## src/rtl/fifo4_reader_if.sv

```systemverilog
// Bundle of the FIFO4 read-side and byte-consumer signals for fifo4_reader.
// The master modport is the reader itself; the slave modport is the
// FIFO/consumer side. byte_par exists only when FIFO4_READER_PARITY_EN
// is defined.
interface fifo4_reader_if;
    logic [3:0] fifo_dout;
    logic       fifo_empty;
    logic       fifo_full;
    logic       fifo_read;
    logic [7:0] byte_out;
    logic       byte_valid;
    logic       byte_ready;
    logic [7:0] byte_cnt;
    logic       stall_seen;
`ifdef FIFO4_READER_PARITY_EN
    logic       byte_par;
`endif

    modport master (
        input  fifo_dout,
        input  fifo_empty,
        input  fifo_full,
        input  byte_ready,
        output fifo_read,
        output byte_out,
        output byte_valid,
        output byte_cnt,
        output stall_seen
`ifdef FIFO4_READER_PARITY_EN
        ,
        output byte_par
`endif
    );

    modport slave (
        output fifo_dout,
        output fifo_empty,
        output fifo_full,
        output byte_ready,
        input  fifo_read,
        input  byte_out,
        input  byte_valid,
        input  byte_cnt,
        input  stall_seen
`ifdef FIFO4_READER_PARITY_EN
        ,
        input  byte_par
`endif
    );
endinterface

```

## src/rtl/fifo4_reader.sv

```systemverilog
// fifo4_reader: pops two nibbles from a FIFO4 (read data arrives the cycle
// after the pop), assembles them into a byte and holds it until the
// consumer accepts it. Counts accepted bytes and remembers any FIFO-full.
// Optional feature macro: FIFO4_READER_PARITY_EN adds byte_par, the odd
// parity (XNOR-reduce) of each assembled byte.
module fifo4_reader #(
    parameter bit LOW_FIRST = 1'b1
) (
    input  logic          clk,
    input  logic          clr,
    fifo4_reader_if.master bus
);

    typedef enum logic [2:0] {
        S_REQ0 = 3'd0,
        S_CAP0 = 3'd1,
        S_REQ1 = 3'd2,
        S_CAP1 = 3'd3,
        S_HOLD = 3'd4
    } state_t;

    state_t     state_q, state_d;
    logic [3:0] nib0_q, nib0_d;
    logic [3:0] nib1_q, nib1_d;
    logic [7:0] byte_out_q, byte_out_d;
    logic       byte_valid_q, byte_valid_d;
    logic [7:0] byte_cnt_q, byte_cnt_d;
    logic       stall_seen_q, stall_seen_d;
    logic       fifo_read;
    logic [7:0] assembled;
`ifdef FIFO4_READER_PARITY_EN
    logic       byte_par_q, byte_par_d;
`endif

    // State register; clr forces a fresh byte from S_REQ0.
    always_ff @(posedge clk) begin
        if (clr) state_q <= S_REQ0;
        else     state_q <= state_d;
    end

    // Next-state: pop states wait on empty, capture states advance, hold waits for the consumer.
    always_comb begin
        state_d = state_q;
        case (state_q)
            S_REQ0:  if (!bus.fifo_empty) state_d = S_CAP0;
            S_CAP0:  state_d = S_REQ1;
            S_REQ1:  if (!bus.fifo_empty) state_d = S_CAP1;
            S_CAP1:  state_d = S_HOLD;
            S_HOLD:  if (bus.byte_ready) state_d = S_REQ0;
            default: state_d = S_REQ0;
        endcase
    end

    // Output decode: pop only from a request state with data available, never under clr.
    always_comb begin
        fifo_read = 1'b0;
        if (!clr && !bus.fifo_empty &&
            (state_q == S_REQ0 || state_q == S_REQ1)) begin
            fifo_read = 1'b1;
        end
    end

    // Byte assembly; the second nibble comes straight from the FIFO in S_CAP1.
    always_comb begin
        if (LOW_FIRST) assembled = {nib1_d, nib0_q};
        else           assembled = {nib0_q, nib1_d};
    end

    // Datapath next values: nibble capture, byte load, handshake, counters and sticky stall.
    always_comb begin
        nib0_d       = nib0_q;
        nib1_d       = nib1_q;
        byte_out_d   = byte_out_q;
        byte_valid_d = byte_valid_q;
        byte_cnt_d   = byte_cnt_q;
        stall_seen_d = stall_seen_q | bus.fifo_full;
`ifdef FIFO4_READER_PARITY_EN
        byte_par_d   = byte_par_q;
`endif
        case (state_q)
            S_CAP0: nib0_d = bus.fifo_dout;
            S_CAP1: begin
                nib1_d       = bus.fifo_dout;
                byte_out_d   = assembled;
                byte_valid_d = 1'b1;
`ifdef FIFO4_READER_PARITY_EN
                byte_par_d   = ~^assembled;
`endif
            end
            S_HOLD: begin
                if (bus.byte_ready) begin
                    byte_valid_d = 1'b0;
                    byte_cnt_d   = byte_cnt_q + 8'd1;
                end
            end
            default: ;
        endcase
    end

    // Datapath registers; clr discards partial nibbles and any unaccepted byte.
    always_ff @(posedge clk) begin
        if (clr) begin
            nib0_q       <= 4'd0;
            nib1_q       <= 4'd0;
            byte_out_q   <= 8'd0;
            byte_valid_q <= 1'b0;
            byte_cnt_q   <= 8'd0;
            stall_seen_q <= 1'b0;
        end else begin
            nib0_q       <= nib0_d;
            nib1_q       <= nib1_d;
            byte_out_q   <= byte_out_d;
            byte_valid_q <= byte_valid_d;
            byte_cnt_q   <= byte_cnt_d;
            stall_seen_q <= stall_seen_d;
        end
    end

`ifdef FIFO4_READER_PARITY_EN
    // Parity register, loaded alongside byte_out.
    always_ff @(posedge clk) begin
        if (clr) byte_par_q <= 1'b0;
        else     byte_par_q <= byte_par_d;
    end

    assign bus.byte_par = byte_par_q;
`endif

    assign bus.fifo_read  = fifo_read;
    assign bus.byte_out   = byte_out_q;
    assign bus.byte_valid = byte_valid_q;
    assign bus.byte_cnt   = byte_cnt_q;
    assign bus.stall_seen = stall_seen_q;

endmodule

```

## src/flat_wrapper.sv

```systemverilog
// flat-port wrapper written by rule: the top's interface ports become plain ports
module fifo4_reader_flat 
#(
    parameter bit LOW_FIRST = 1'b1
)
  (clk, clr, bus_fifo_dout, bus_fifo_empty, bus_fifo_full, bus_byte_ready, bus_fifo_read, bus_byte_out, bus_byte_valid, bus_byte_cnt, bus_stall_seen);
  fifo4_reader_if bus_i ();
  input  logic clk;
  input  logic clr;
  input wire logic [$bits(bus_i.fifo_dout)-1:0] bus_fifo_dout;
  input wire logic [$bits(bus_i.fifo_empty)-1:0] bus_fifo_empty;
  input wire logic [$bits(bus_i.fifo_full)-1:0] bus_fifo_full;
  input wire logic [$bits(bus_i.byte_ready)-1:0] bus_byte_ready;
  output wire logic [$bits(bus_i.fifo_read)-1:0] bus_fifo_read;
  output wire logic [$bits(bus_i.byte_out)-1:0] bus_byte_out;
  output wire logic [$bits(bus_i.byte_valid)-1:0] bus_byte_valid;
  output wire logic [$bits(bus_i.byte_cnt)-1:0] bus_byte_cnt;
  output wire logic [$bits(bus_i.stall_seen)-1:0] bus_stall_seen;
  assign bus_i.fifo_dout = bus_fifo_dout;
  assign bus_i.fifo_empty = bus_fifo_empty;
  assign bus_i.fifo_full = bus_fifo_full;
  assign bus_i.byte_ready = bus_byte_ready;
  assign bus_fifo_read = bus_i.fifo_read;
  assign bus_byte_out = bus_i.byte_out;
  assign bus_byte_valid = bus_i.byte_valid;
  assign bus_byte_cnt = bus_i.byte_cnt;
  assign bus_stall_seen = bus_i.stall_seen;
  fifo4_reader #(.LOW_FIRST(LOW_FIRST)) u_core (.clk(clk), .clr(clr), .bus(bus_i));
endmodule
```

## config.mk

```make
export PLATFORM = sky130hd
export DESIGN_NAME = fifo4_reader_flat
export DESIGN_NICKNAME = d
export VERILOG_FILES = /design/src/rtl/fifo4_reader_if.sv /design/src/rtl/fifo4_reader.sv /design/src/flat_wrapper.sv
export SDC_FILE = /design/constraint.sdc
export NUM_CORES = 1
export LEC_CHECK = 0
export CAP_MARGIN = 10
export CORE_UTILIZATION = 45
export CTS_CLUSTER_SIZE = 16
export DETAILED_ROUTE_END_ITERATION = 16
export MAX_ROUTING_LAYER = met4
export PLACE_DENSITY = 0.78
export RECOVER_POWER = 50
export SYNTH_ARGS = -nofsm -noshare
export SYNTH_HDL_FRONTEND = slang
export SYNTH_SLANG_ARGS = --single-unit
export TNS_END_PERCENT = 1
```

## constraint.sdc

```tcl
create_clock -name clk -period 1.8 [get_ports clk]
set_input_delay 0.36 -clock clk [delete_from_list [all_inputs] [get_ports clk]]
set_output_delay 0.36 -clock clk [all_outputs]
set_load 0.05 [all_outputs]
```

### Word level (Yosys, flattened, before mapping)

Index checks and enable logic that the tools add are counted.

* input port bits: 9
* output and inout bits: 19
* word-level logic and storage cells: 34
* bits in registers: 29

* multiplexer cells: 8
* add/sub/neg operators: 1
* reduce and logical (&&, ||, !) cells: 10
* eq/ne operators: 7
* bitwise operators: 1

Operators by type and width (count)
* $pmux W3 S5: 1
* $mux W3: 3
* $add A8 B1 Y8 const B: 1
* $eq A3 B2 Y1 const B: 2
* $ne A2 B2 Y1 const B: 3
* $mux W4: 1
* $reduce_and A2 Y1: 2
* $eq A3 B1 Y1 const B: 1
* $eq A3 B3 Y1 const B: 1
* $logic_not A3 Y1: 1
* $reduce_and A3 Y1: 1
* $logic_and A1 B1 Y1: 2
* $logic_not A1 Y1: 2
* $mux W1: 2
* $pmux W1 S2: 1
* $reduce_bool A2 Y1: 1
* $logic_or A1 B1 Y1: 1
* $or A1 B1 Y1: 1

### Depth between registers and ports, before layout

Gate-level depths: netlist (run 1).

* depth in word-level cells: 4
* gate-level depth with buffers: 4
* mapped depth without buffers: 4

### Least setup slack after synthesis (run 1)

Ideal clock, no wire load.

* kind: input -> output
* start point: input port clr
* end point: output port bus_fifo_read
* required time: 1440 ps
* stages: 2
* data arrival time: 1957 ps
* slack: -517 ps
* path buffers: 1
* cells stage by stage: clkbuf_1 nor4_1

* word-level cells in the longest chain between the ends: 4

RTL lines
* from (decl): RTL line flat_wrapper.sv:9 `input logic clr;`
* $logic_not A1 Y1: RTL line fifo4_reader.sv:57 `if (!clr && !bus.fifo_empty &&`
* $logic_and A1 B1 Y1 (2 in a row): RTL line fifo4_reader.sv:57
* $mux W1: RTL line fifo4_reader.sv:57
* to (decl): RTL line flat_wrapper.sv:14 `output wire logic [$bits(bus_i.fifo_read)-1:0] bus_fifo_read;`

No other way between the ends.

### Worst setup path in the final report (run 1)

Same ends and word-level chain as after synthesis.

==> results.md, run 1 <==
- Sink Count: 25
- Share of cells above drive strength 1: 15.7%
- Setup repair after global routing missed its margin: no
- Worst slew margin: 60.6%
- Antenna Cells: 0
- Worst path slowest cell: dlygate4sd3_1
- Synth Register Bits: 25
- Clock root buffer: clkbuf_4
- Vias per cell: 5.06
- First-pass DRT Iterations: 4
- Clk buf depth: 2
- DRT iter0 DRCs: 9
- CTS Buf Count: 3
- CTS H-Tree Depth: 1
- P per Cell Area: 732 nW/um2
- Synth area leaders: dfxtp_1, a21oi_1, nand2_1, mux2i_1, nor2_1
- Chip height: 48.6 um
- Die Width: 48.6 um
- Layout fillers: 187
- Commonest non-fill, non-tap cell in the layout: dfxtp_1
- Worst-Margin Slew: 0.593 ns
- CP required: 1.44 ns
- Routed WL: 1.86 mm
- Hold Buf Count CTS: 0
- Post-synth cell types: 28
- Placer Congestion: 0.735
- Via count: 845
- Outcome: finished clean
- Core box area: 2000 um2
- Final max-slew violation count: 0
- Util after Layout: 62.9%
- Post-synthesis sequential area ratio: 51.2%
- Post-Synthesis Cells: 110
- Grt ovf: 0
- All-Layer GR Usage: 16.7%
- Clock latency on the worst-skew pair: 0.32 ns
- Worst Hold Class: flip-flop to flip-flop
- Setup ws final: 0.0745 ns
- Post-detail-place hpwl: 1.35 mm
- Tcrit/Tclk final: 95.9%
- Initial Util: 48.9%
- Area grow syn2layout: 28.6%
- Crit start category: primary input
- CP max stage delay: 0.57 ns
- # port buffers: 27
- Avg WL per Cell: 11.1 um
- CP endpoint kind: output port
- CP delay by family, top: buffers and inverters
- Area share of the largest cell type after synthesis: 51.2%
- # nets final: 151
- Cell area after synthesis: 978 um2
- Max-cap check violation count: 0
- Largest net degree at the start of global routing: 16
- Synth Net Count: 120
- Number of global-route vias before repair: 732
- Routed Antenna Nets: 0
- IO Count: 28
- Setup-failing EPs final: 0
- TritonCTS clock tree: yes
- Count of yosys warnings during synthesis: 0
- Lkg Pwr: 0.000470 uW
- CP arrival: 1.37 ns
- Peak VDD IR: 0.717 mV
- Post-CTS setup buffers: 0
- Row count: 16
- Syn_area_per_cell: 8.89 um2
- Critical path class: primary input to output port
- Critical-path cell list: dlygate4sd3_1 > nor4_2 > buf_12
- Yosys top cell by area: dfxtp_1
- Final hold vios: 0
- Post-CTS sizing: 0
- Max Freq: 580 MHz
- Critical path fanouts, max: 2
- Final Critical Period: 1.73 ns
- # DRC: 0
- Worst-path clk slew: 0.14 ns
- Pre-CTS setup slack: 0.0610 ns
- Clock skew: 0.00975 ns
- First-pass GRT wire length: 2.98 mm
- Flop2flop setup slack: 0.22 ns
- Commonest cells after routing, fill and taps aside: dfxtp_1, nand2_1, a21oi_1, nor2_1, buf_4
- Worst Path Buf+Inv: 2
- Die area: 2360 um2
- Setup_tns: 0 ns
- Initial antenna violation count: 0
[Yosys cell counts (all sizes together)]
library cell and instances:
a21oi 13, and3b 1, buf 2, clkbuf 4, dfxtp 25, ha 1, inv 3, mux2 2
mux2i 5, nand2 17, nand3 2, nand3b 1, nand4 1, nand4bb 1, nor2 13, nor2b 1
nor3 1, nor3b 1, nor4 4, o21a 1, o21ai 2, o31ai 2, or3 2, or3b 1
or4 2, xnor2 1, xor2 1
[kinds of logic after synthesis]
kind of cell	Yosys count	synth area share [%]
AOI/OAI and AO/OA	18	9.97
xor gates and xnor gates	2	1.79
adders and majority gates	1	1.28
buffers and inverters	9	3.58
DFF	25	51.2
muxes	7	7.42
and+or+nand+nor	48	24.8
[worst paths after layout]
kind                startpoint  cells past startpoint                     end
min reg2reg   u_core.nib0_q[2]                      2  u_core.bus.byte_out[2]
max reg2reg  u_core.state_q[1]                      3  u_core.bus.byte_cnt[7]
max                        clr                      3           bus_fifo_read
min           u_core.nib0_q[2]                      2  u_core.bus.byte_out[2]
[metal layers]
metal  vias to the layer above  wire [um]  GRT usage [%]
li1                        435          -              -
met1                       385        864           18.0
met2                        21        876           28.5
met3                         4         94           5.66
met4                         0         19           5.88
met5                         -          0              -
[cell type report]
cell class | count | area, um2 | area share (%)
sequential | 25 | 500 | 39.8
multi-input combinational | 76 | 449 | 35.7
timing repair buffer | 32 | 236 | 18.8
tap | 27 | 33.8 | 2.68
clock buffer | 3 | 22.5 | 1.79
inverter | 3 | 11.3 | 0.895
clock inverter | 1 | 5.00 | 0.398
[tightest hold or removal path, cell delays in order, from the launching register on]
cell and delay, ns:
dfxtp_1 0.34, nand2_1 0.05, a21oi_1 0.05
[state kept, by name (all words and copies together), names as in the netlist]
register,flops
u_core.bus.byte_valid,1
u_core.state_q,3
u_core.bus.stall_seen,1
u_core.nib0_q,4
u_core.bus.byte_cnt,8
u_core.bus.byte_out,8
[power breakdown]
part | total [uW] | internal [uW] | switching (uW) | leakage, uW
Clock | 250 | 83.3 | 167 | 0.0000177
Sequential | 575 | 566 | 8.68 | 0.000203
Combinational | 96.4 | 42.4 | 54.1 | 0.000249
Total | 921 | 692 | 230 | 0.000470
[per-stage QoR]
step	total power [uW]	hold WS (ns)	area (um2)	instances
after floorplan	643	0.431	985	110
after global placement	687	0.446	1270	163
after detailed placement	690	0.445	1270	163
after CTS	945	0.464	1290	167
after global routing	965	0.490	1260	167
final	921	0.465	1260	167
No activity file was read; power rests on OpenSTA's default activity.
==> run 2: changes to the inputs <==
--- a/config.mk
+++ b/config.mk
@@ -12,6 +12,7 @@
 export MAX_ROUTING_LAYER = met4
 export PLACE_DENSITY = 0.78
 export RECOVER_POWER = 50
+export REMOVE_ABC_BUFFERS = 1
 export SYNTH_ARGS = -nofsm -noshare
 export SYNTH_HDL_FRONTEND = slang
 export SYNTH_SLANG_ARGS = --single-unit
==> run 2 against run 1 <==
- critical path depth increased by 1
- die area unchanged
- non-clock buffer count unchanged
- hold slack got worse by 0.00097 ns
- final cell count unchanged
- clock power decreased by 4%
- wire length increased by 13%
- combinational power decreased by 1%
- via count increased by 2.6%
- sequential power about the same
- clock skew decreased by 0.0087 ns
- register-to-register slack got worse by 0.07 ns
- largest cell class unchanged
- largest power group unchanged
- highest routed layer unchanged
==> results.md, run 2 (synthesis results as in run 1) <==
- Outcome: finished clean
- Clock latency on the worst-skew pair: 0.30 ns
- Final hold vios: 0
- First-pass DRT Iterations: 4
- Fin area: 1260 um2
- Worst path slowest cell: dlygate4sd3_1
- Via count: 867
- Placed cell area: 1260 um2
- Setup ws final: 0.0377 ns
- Hold Crit Start: u_core.nib0_q[1]
- Crit start category: primary input
- Number of global-route vias before repair: 841
- Clock skew: 0.00105 ns
- Antenna Cells: 0
- Post-detail-place hpwl: 1.53 mm
- # port buffers: 27
- CP max stage delay: 0.58 ns
- IO Count: 28
- Max Freq: 567 MHz
- P per Cell Area: 725 nW/um2
- Avg WL per Cell: 12.5 um
- Critical path fanouts, max: 2
- Placer Congestion: 0.854
- Row count: 16
- Worst r2r src: u_core.state_q[0]
- Hold Buf Count CTS: 0
- Worst-Margin Slew: 0.597 ns
- Pre-CTS setup slack: -0.0225 ns
- TritonCTS clock tree: yes
- Commonest non-fill, non-tap cell in the layout: dfxtp_1
- Clock root buffer: clkbuf_4
- Worst slew margin: 60.4%
- Grt ovf: 0
- Layout fillers: 183
- First-pass GRT wire length: 3.53 mm
- Commonest cells after routing, fill and taps aside: dfxtp_1, nand2_1, a21oi_1, nor2_1, buf_4
- Area grow syn2layout: 28.5%
- Tot Pwr: 912 uW
- DRT iter0 DRCs: 14
- Critical Path Start: clr
- Gr busiest metal: met2
- CP arrival: 1.40 ns
- Worst Hold Class: flip-flop to flip-flop
- Vias per cell: 5.19
- Die area: 2360 um2
- Chip height: 48.6 um
- Setup-failing EPs final: 0
- Final max-slew violation count: 0
- Largest net degree at the start of global routing: 28
- CP required: 1.44 ns
- CTS H-Tree Depth: 1
- Initial antenna violation count: 0
- Core box area: 2000 um2
- Share of cells above drive strength 1: 15.0%
- Routed Antenna Nets: 0
- CP endpoint kind: output port
- Post-CTS setup buffers: 0
- # DRC: 0
- Routing usage on met2: 33.8%
- Setup_tns: 0 ns
- GRT met3 Usage: 3.14%
- Tcrit/Tclk final: 97.9%
- Lkg Pwr: 0.000466 uW
- Met1 Resource Use GR: 22.7%
- Sink Count: 25
- Peak VDD IR: 0.556 mV
- Critical path class: primary input to output port
- # nets final: 151
- Routed WL: 2.09 mm
- CTS Buf Count: 3
- All-Layer GR Usage: 19.8%
- Clk buf depth: 2
- Worst-path clk slew: 0.13 ns
- Die Width: 48.6 um
- Max-cap check violation count: 0
- Initial Util: 48.9%
- Setup repair after global routing missed its margin: no
- Final Critical Period: 1.76 ns
- Critical-path cell list: dlygate4sd3_1 > nor4_2 > buf_4 > buf_12
[run 2: cell types whose count changed in the layout (fill, tap and decap cells not counted)]
| cell | change |
|---|---|
| clkinv_2 | -1 |
| clkbuf_1 | +1 |
[run 2: final timing paths]
path	slack, ns	depth (start not counted)	endpoint
setup / recovery	0.04	4	bus_fifo_read
hold / removal	0.46	2	u_core.bus.byte_out[1]
setup reg to reg	0.15	3	u_core.bus.byte_cnt[7]
hold reg to reg	0.46	2	u_core.bus.byte_out[1]
[run 2: repair_timing]
| action | in CTS | in global routing |
|---|---|---|
| setup endpoints to repair | 0 | 1 |
| endpoints found under the hold margin | 0 | 0 |
| gates resized for setup | 0 | 1 |
[run 2: through the flow]
step | cells | hold WS (ns) | utilization, %
floorplan | 104 | 0.425 | -
global placement | 163 | 0.438 | 63.0
detailed placement | 163 | 0.448 | 63.0
CTS | 167 | 0.466 | 64.3
global route | 167 | 0.496 | 62.8
finish | 167 | 0.464 | 62.8
[run 2: metal layers]
metal  part of all wire [%]  wire length (um)
met5                      0                 0
met3                    3.4                71
met2                     51              1060
met4                    1.3                27
met1                     45               930
[run 2: power breakdown]
| group | switching [uW] | internal, uW |
|---|---|---|
| Clock | 153 | 86.3 |
| Sequential | 11.4 | 566 |
| Combinational | 53.5 | 41.8 |
| Total | 218 | 694 |
[run 2: layout make-up]
class | count | area (um2) | area share, %
inverters | 3 | 11.3 | 0.896
multi-input cells | 76 | 449 | 35.7
flip-flops and latches | 25 | 500 | 39.8
well taps | 27 | 33.8 | 2.69
clock buffers | 4 | 26.3 | 2.09
repair buffers | 32 | 236 | 18.8
[run 2: critical path: cells and delay by family]
| kind | cells | cell delay [ns] |
|---|---|---|
| buf+inv | 3 | 0.87 |
| simple gates | 1 | 0.18 |
==> run 3: changes to the inputs <==
--- a/config.mk
+++ b/config.mk
@@ -5,9 +5,9 @@
 export SDC_FILE = /design/constraint.sdc
 export NUM_CORES = 1
 export LEC_CHECK = 0
-export CAP_MARGIN = 10
+export CORE_ASPECT_RATIO = 1.25
 export CORE_UTILIZATION = 45
-export CTS_CLUSTER_SIZE = 16
+export CTS_CLUSTER_SIZE = 8
 export DETAILED_ROUTE_END_ITERATION = 16
 export MAX_ROUTING_LAYER = met4
 export PLACE_DENSITY = 0.78
==> run 3 against run 2 <==
- non-clock buffer count fell by 1
- sequential share of layout area rose by 0.85 points
- global-route usage fell by 1.5 points
- largest power group unchanged
- total power rose by 1.6%
- utilization fell by 1.4 points
- wire length fell by 8.5%
- the run now ends with design-rule violations left
- design area fell by 2.1%
- clock skew rose by 0.0099 ns
- fmax rose by 1.9%
==> results.md, run 3 (synthesis results as in run 1) <==
- Setup_tns: 0 ns
- Lkg Pwr: 0.000452 uW
- Post-CTS sizing: 0
- Die Width: 43.7 um
- # port buffers: 27
- Sw frac: 25.4%
- Setup-failing EPs final: 0
- Commonest cells after routing, fill and taps aside: dfxtp_1, nand2_1, a21oi_1, nor2_1, clkbuf_1
- Worst-path clk slew: 0.13 ns
- Number of global-route vias before repair: 765
- Setup repair after global routing missed its margin: no
- All-Layer GR Usage: 18.3%
- Worst Hold Class: flip-flop to flip-flop
- Critical path class: primary input to output port
- Vias per cell: 5.51
- Via count: 876
- Util after Layout: 61.4%
- Post-CTS setup buffers: 0
- Post-Layout Cell Count: 159
- Sw power: 235 uW
- Final Critical Period: 1.73 ns
- DRT iter0 DRCs: 13
- Die area: 2370 um2
- Failing checks: design-rule violations
- Routed Antenna Nets: 0
- Clock root buffer: clkbuf_4
- Sink Count: 25
- Tcrit/Tclk final: 96.1%
- CTS Buf Count: 3
- CP required: 1.44 ns
- Logic gate share of total power: 9.9%
- Routing usage on met2: 30.1%
- Met1 Resource Use GR: 22.4%
- Gr busiest metal: met2
- IO Count: 28
- Clock share of power: 27.8%
- First-pass GRT wire length: 3.21 mm
- # DRC: 4
- First-pass DRT Iterations: 10
- Max Freq: 578 MHz
- Clock latency on the worst-skew pair: 0.32 ns
- Final hold vios: 0
- Initial antenna violation count: 0
- Max-cap check violation count: 0
- Chip height: 54.1 um
- Placer Congestion: 0.793
- Crit start category: primary input
- Share of cells above drive strength 1: 12.9%
- Outcome: finished, violations left
- CP arrival: 1.37 ns
- Layout fillers: 188
- Final max-slew violation count: 0
- Avg WL per Cell: 12.0 um
- GRT met3 Usage: 2.35%
- Critical path fanouts, max: 2
- CTS H-Tree Depth: 1
- Initial Util: 48.8%
- P per Cell Area: 753 nW/um2
- Core box area: 2000 um2
- Peak VDD IR: 0.541 mV
- Clk buf depth: 2
- Antenna Cells: 0
- Worst slew margin: 59.5%
- TritonCTS clock tree: yes
- Worst-Margin Slew: 0.611 ns
- Largest net degree at the start of global routing: 28
- Routed WL: 1.91 mm
- Grt ovf: 0
- CP endpoint kind: output port
- Post-detail-place hpwl: 1.37 mm
- # nets final: 150
- Clock skew: 0.0109 ns
- Row count: 18
- Hold Buf Count CTS: 0
- Sequential Power Share: 62.2%
- Commonest non-fill, non-tap cell in the layout: dfxtp_1
- Placed cell count: 155
- Area grow syn2layout: 25.8%
- Internal: 692 uW
==> run 3: cell count changes in the layout (fill, tap and decap cells not counted) <==
cell | previous run | this run
clkbuf_1 | 10 | 11
nor4_1 | 3 | 4
buf_4 | 13 | 10
clkinvlp_4 | 0 | 1
nor4_2 | 1 | 0
==> run 3: metal layers <==
metal	vias up	routed length, um
met4	0	23
li1	434	-
met5	-	0
met1	415	859
met3	4	97
met2	23	930
==> run 3: final timing paths <==
| kind | endpoint | cells past startpoint | start | slack, ns |
|---|---|---|---|---|
| max reg2reg | u_core.bus.byte_cnt[7] | 3 | u_core.state_q[1] | 0.19 |
| min reg2reg | u_core.bus.byte_out[4] | 2 | u_core.bus.byte_out[4] | 0.47 |
| max | bus_fifo_read | 4 | clr | 0.07 |
| min | u_core.bus.byte_out[4] | 2 | u_core.bus.byte_out[4] | 0.47 |
==> run 3: final cells by class <==
type	count	area, um2	area share (%)
well taps	20	25.0	2.03
clock buffers	3	22.5	1.83
flip-flops and latches	25	500	40.7
inverters	3	11.3	0.915
multi-input cells	76	443	36.0
clock inverters	1	7.51	0.610
repair buffers	31	221	18.0
==> run 3: power by group through the flow <==
stage	clock (uW)	combinational, uW	sequential, uW
3_5_place_dp	0	97.4	589
5_1_grt	286	98.9	579
4_1_cts	264	97.7	577
2_1_floorplan	0	31.9	602
3_3_place_gp	0	96.3	588
6_report	258	92.0	577
==> run 3: per-stage QoR <==
step	area (um2)	worst slack [ns]	hold WS [ns]	power, uW
2_1_floorplan	955	-0.469	0.425	634
3_3_place_gp	1240	0.0812	0.447	685
3_5_place_dp	1240	0.0359	0.444	686
4_1_cts	1270	0.0682	0.470	938
5_1_grt	1230	0.0217	0.492	965
6_report	1230	0.0709	0.465	927
==> run 3: worst max-delay path, cell delays in order <==
cell           delay (ns)
dlygate4sd3_1        0.55
nor4_1               0.17
buf_4                0.16
buf_12               0.12
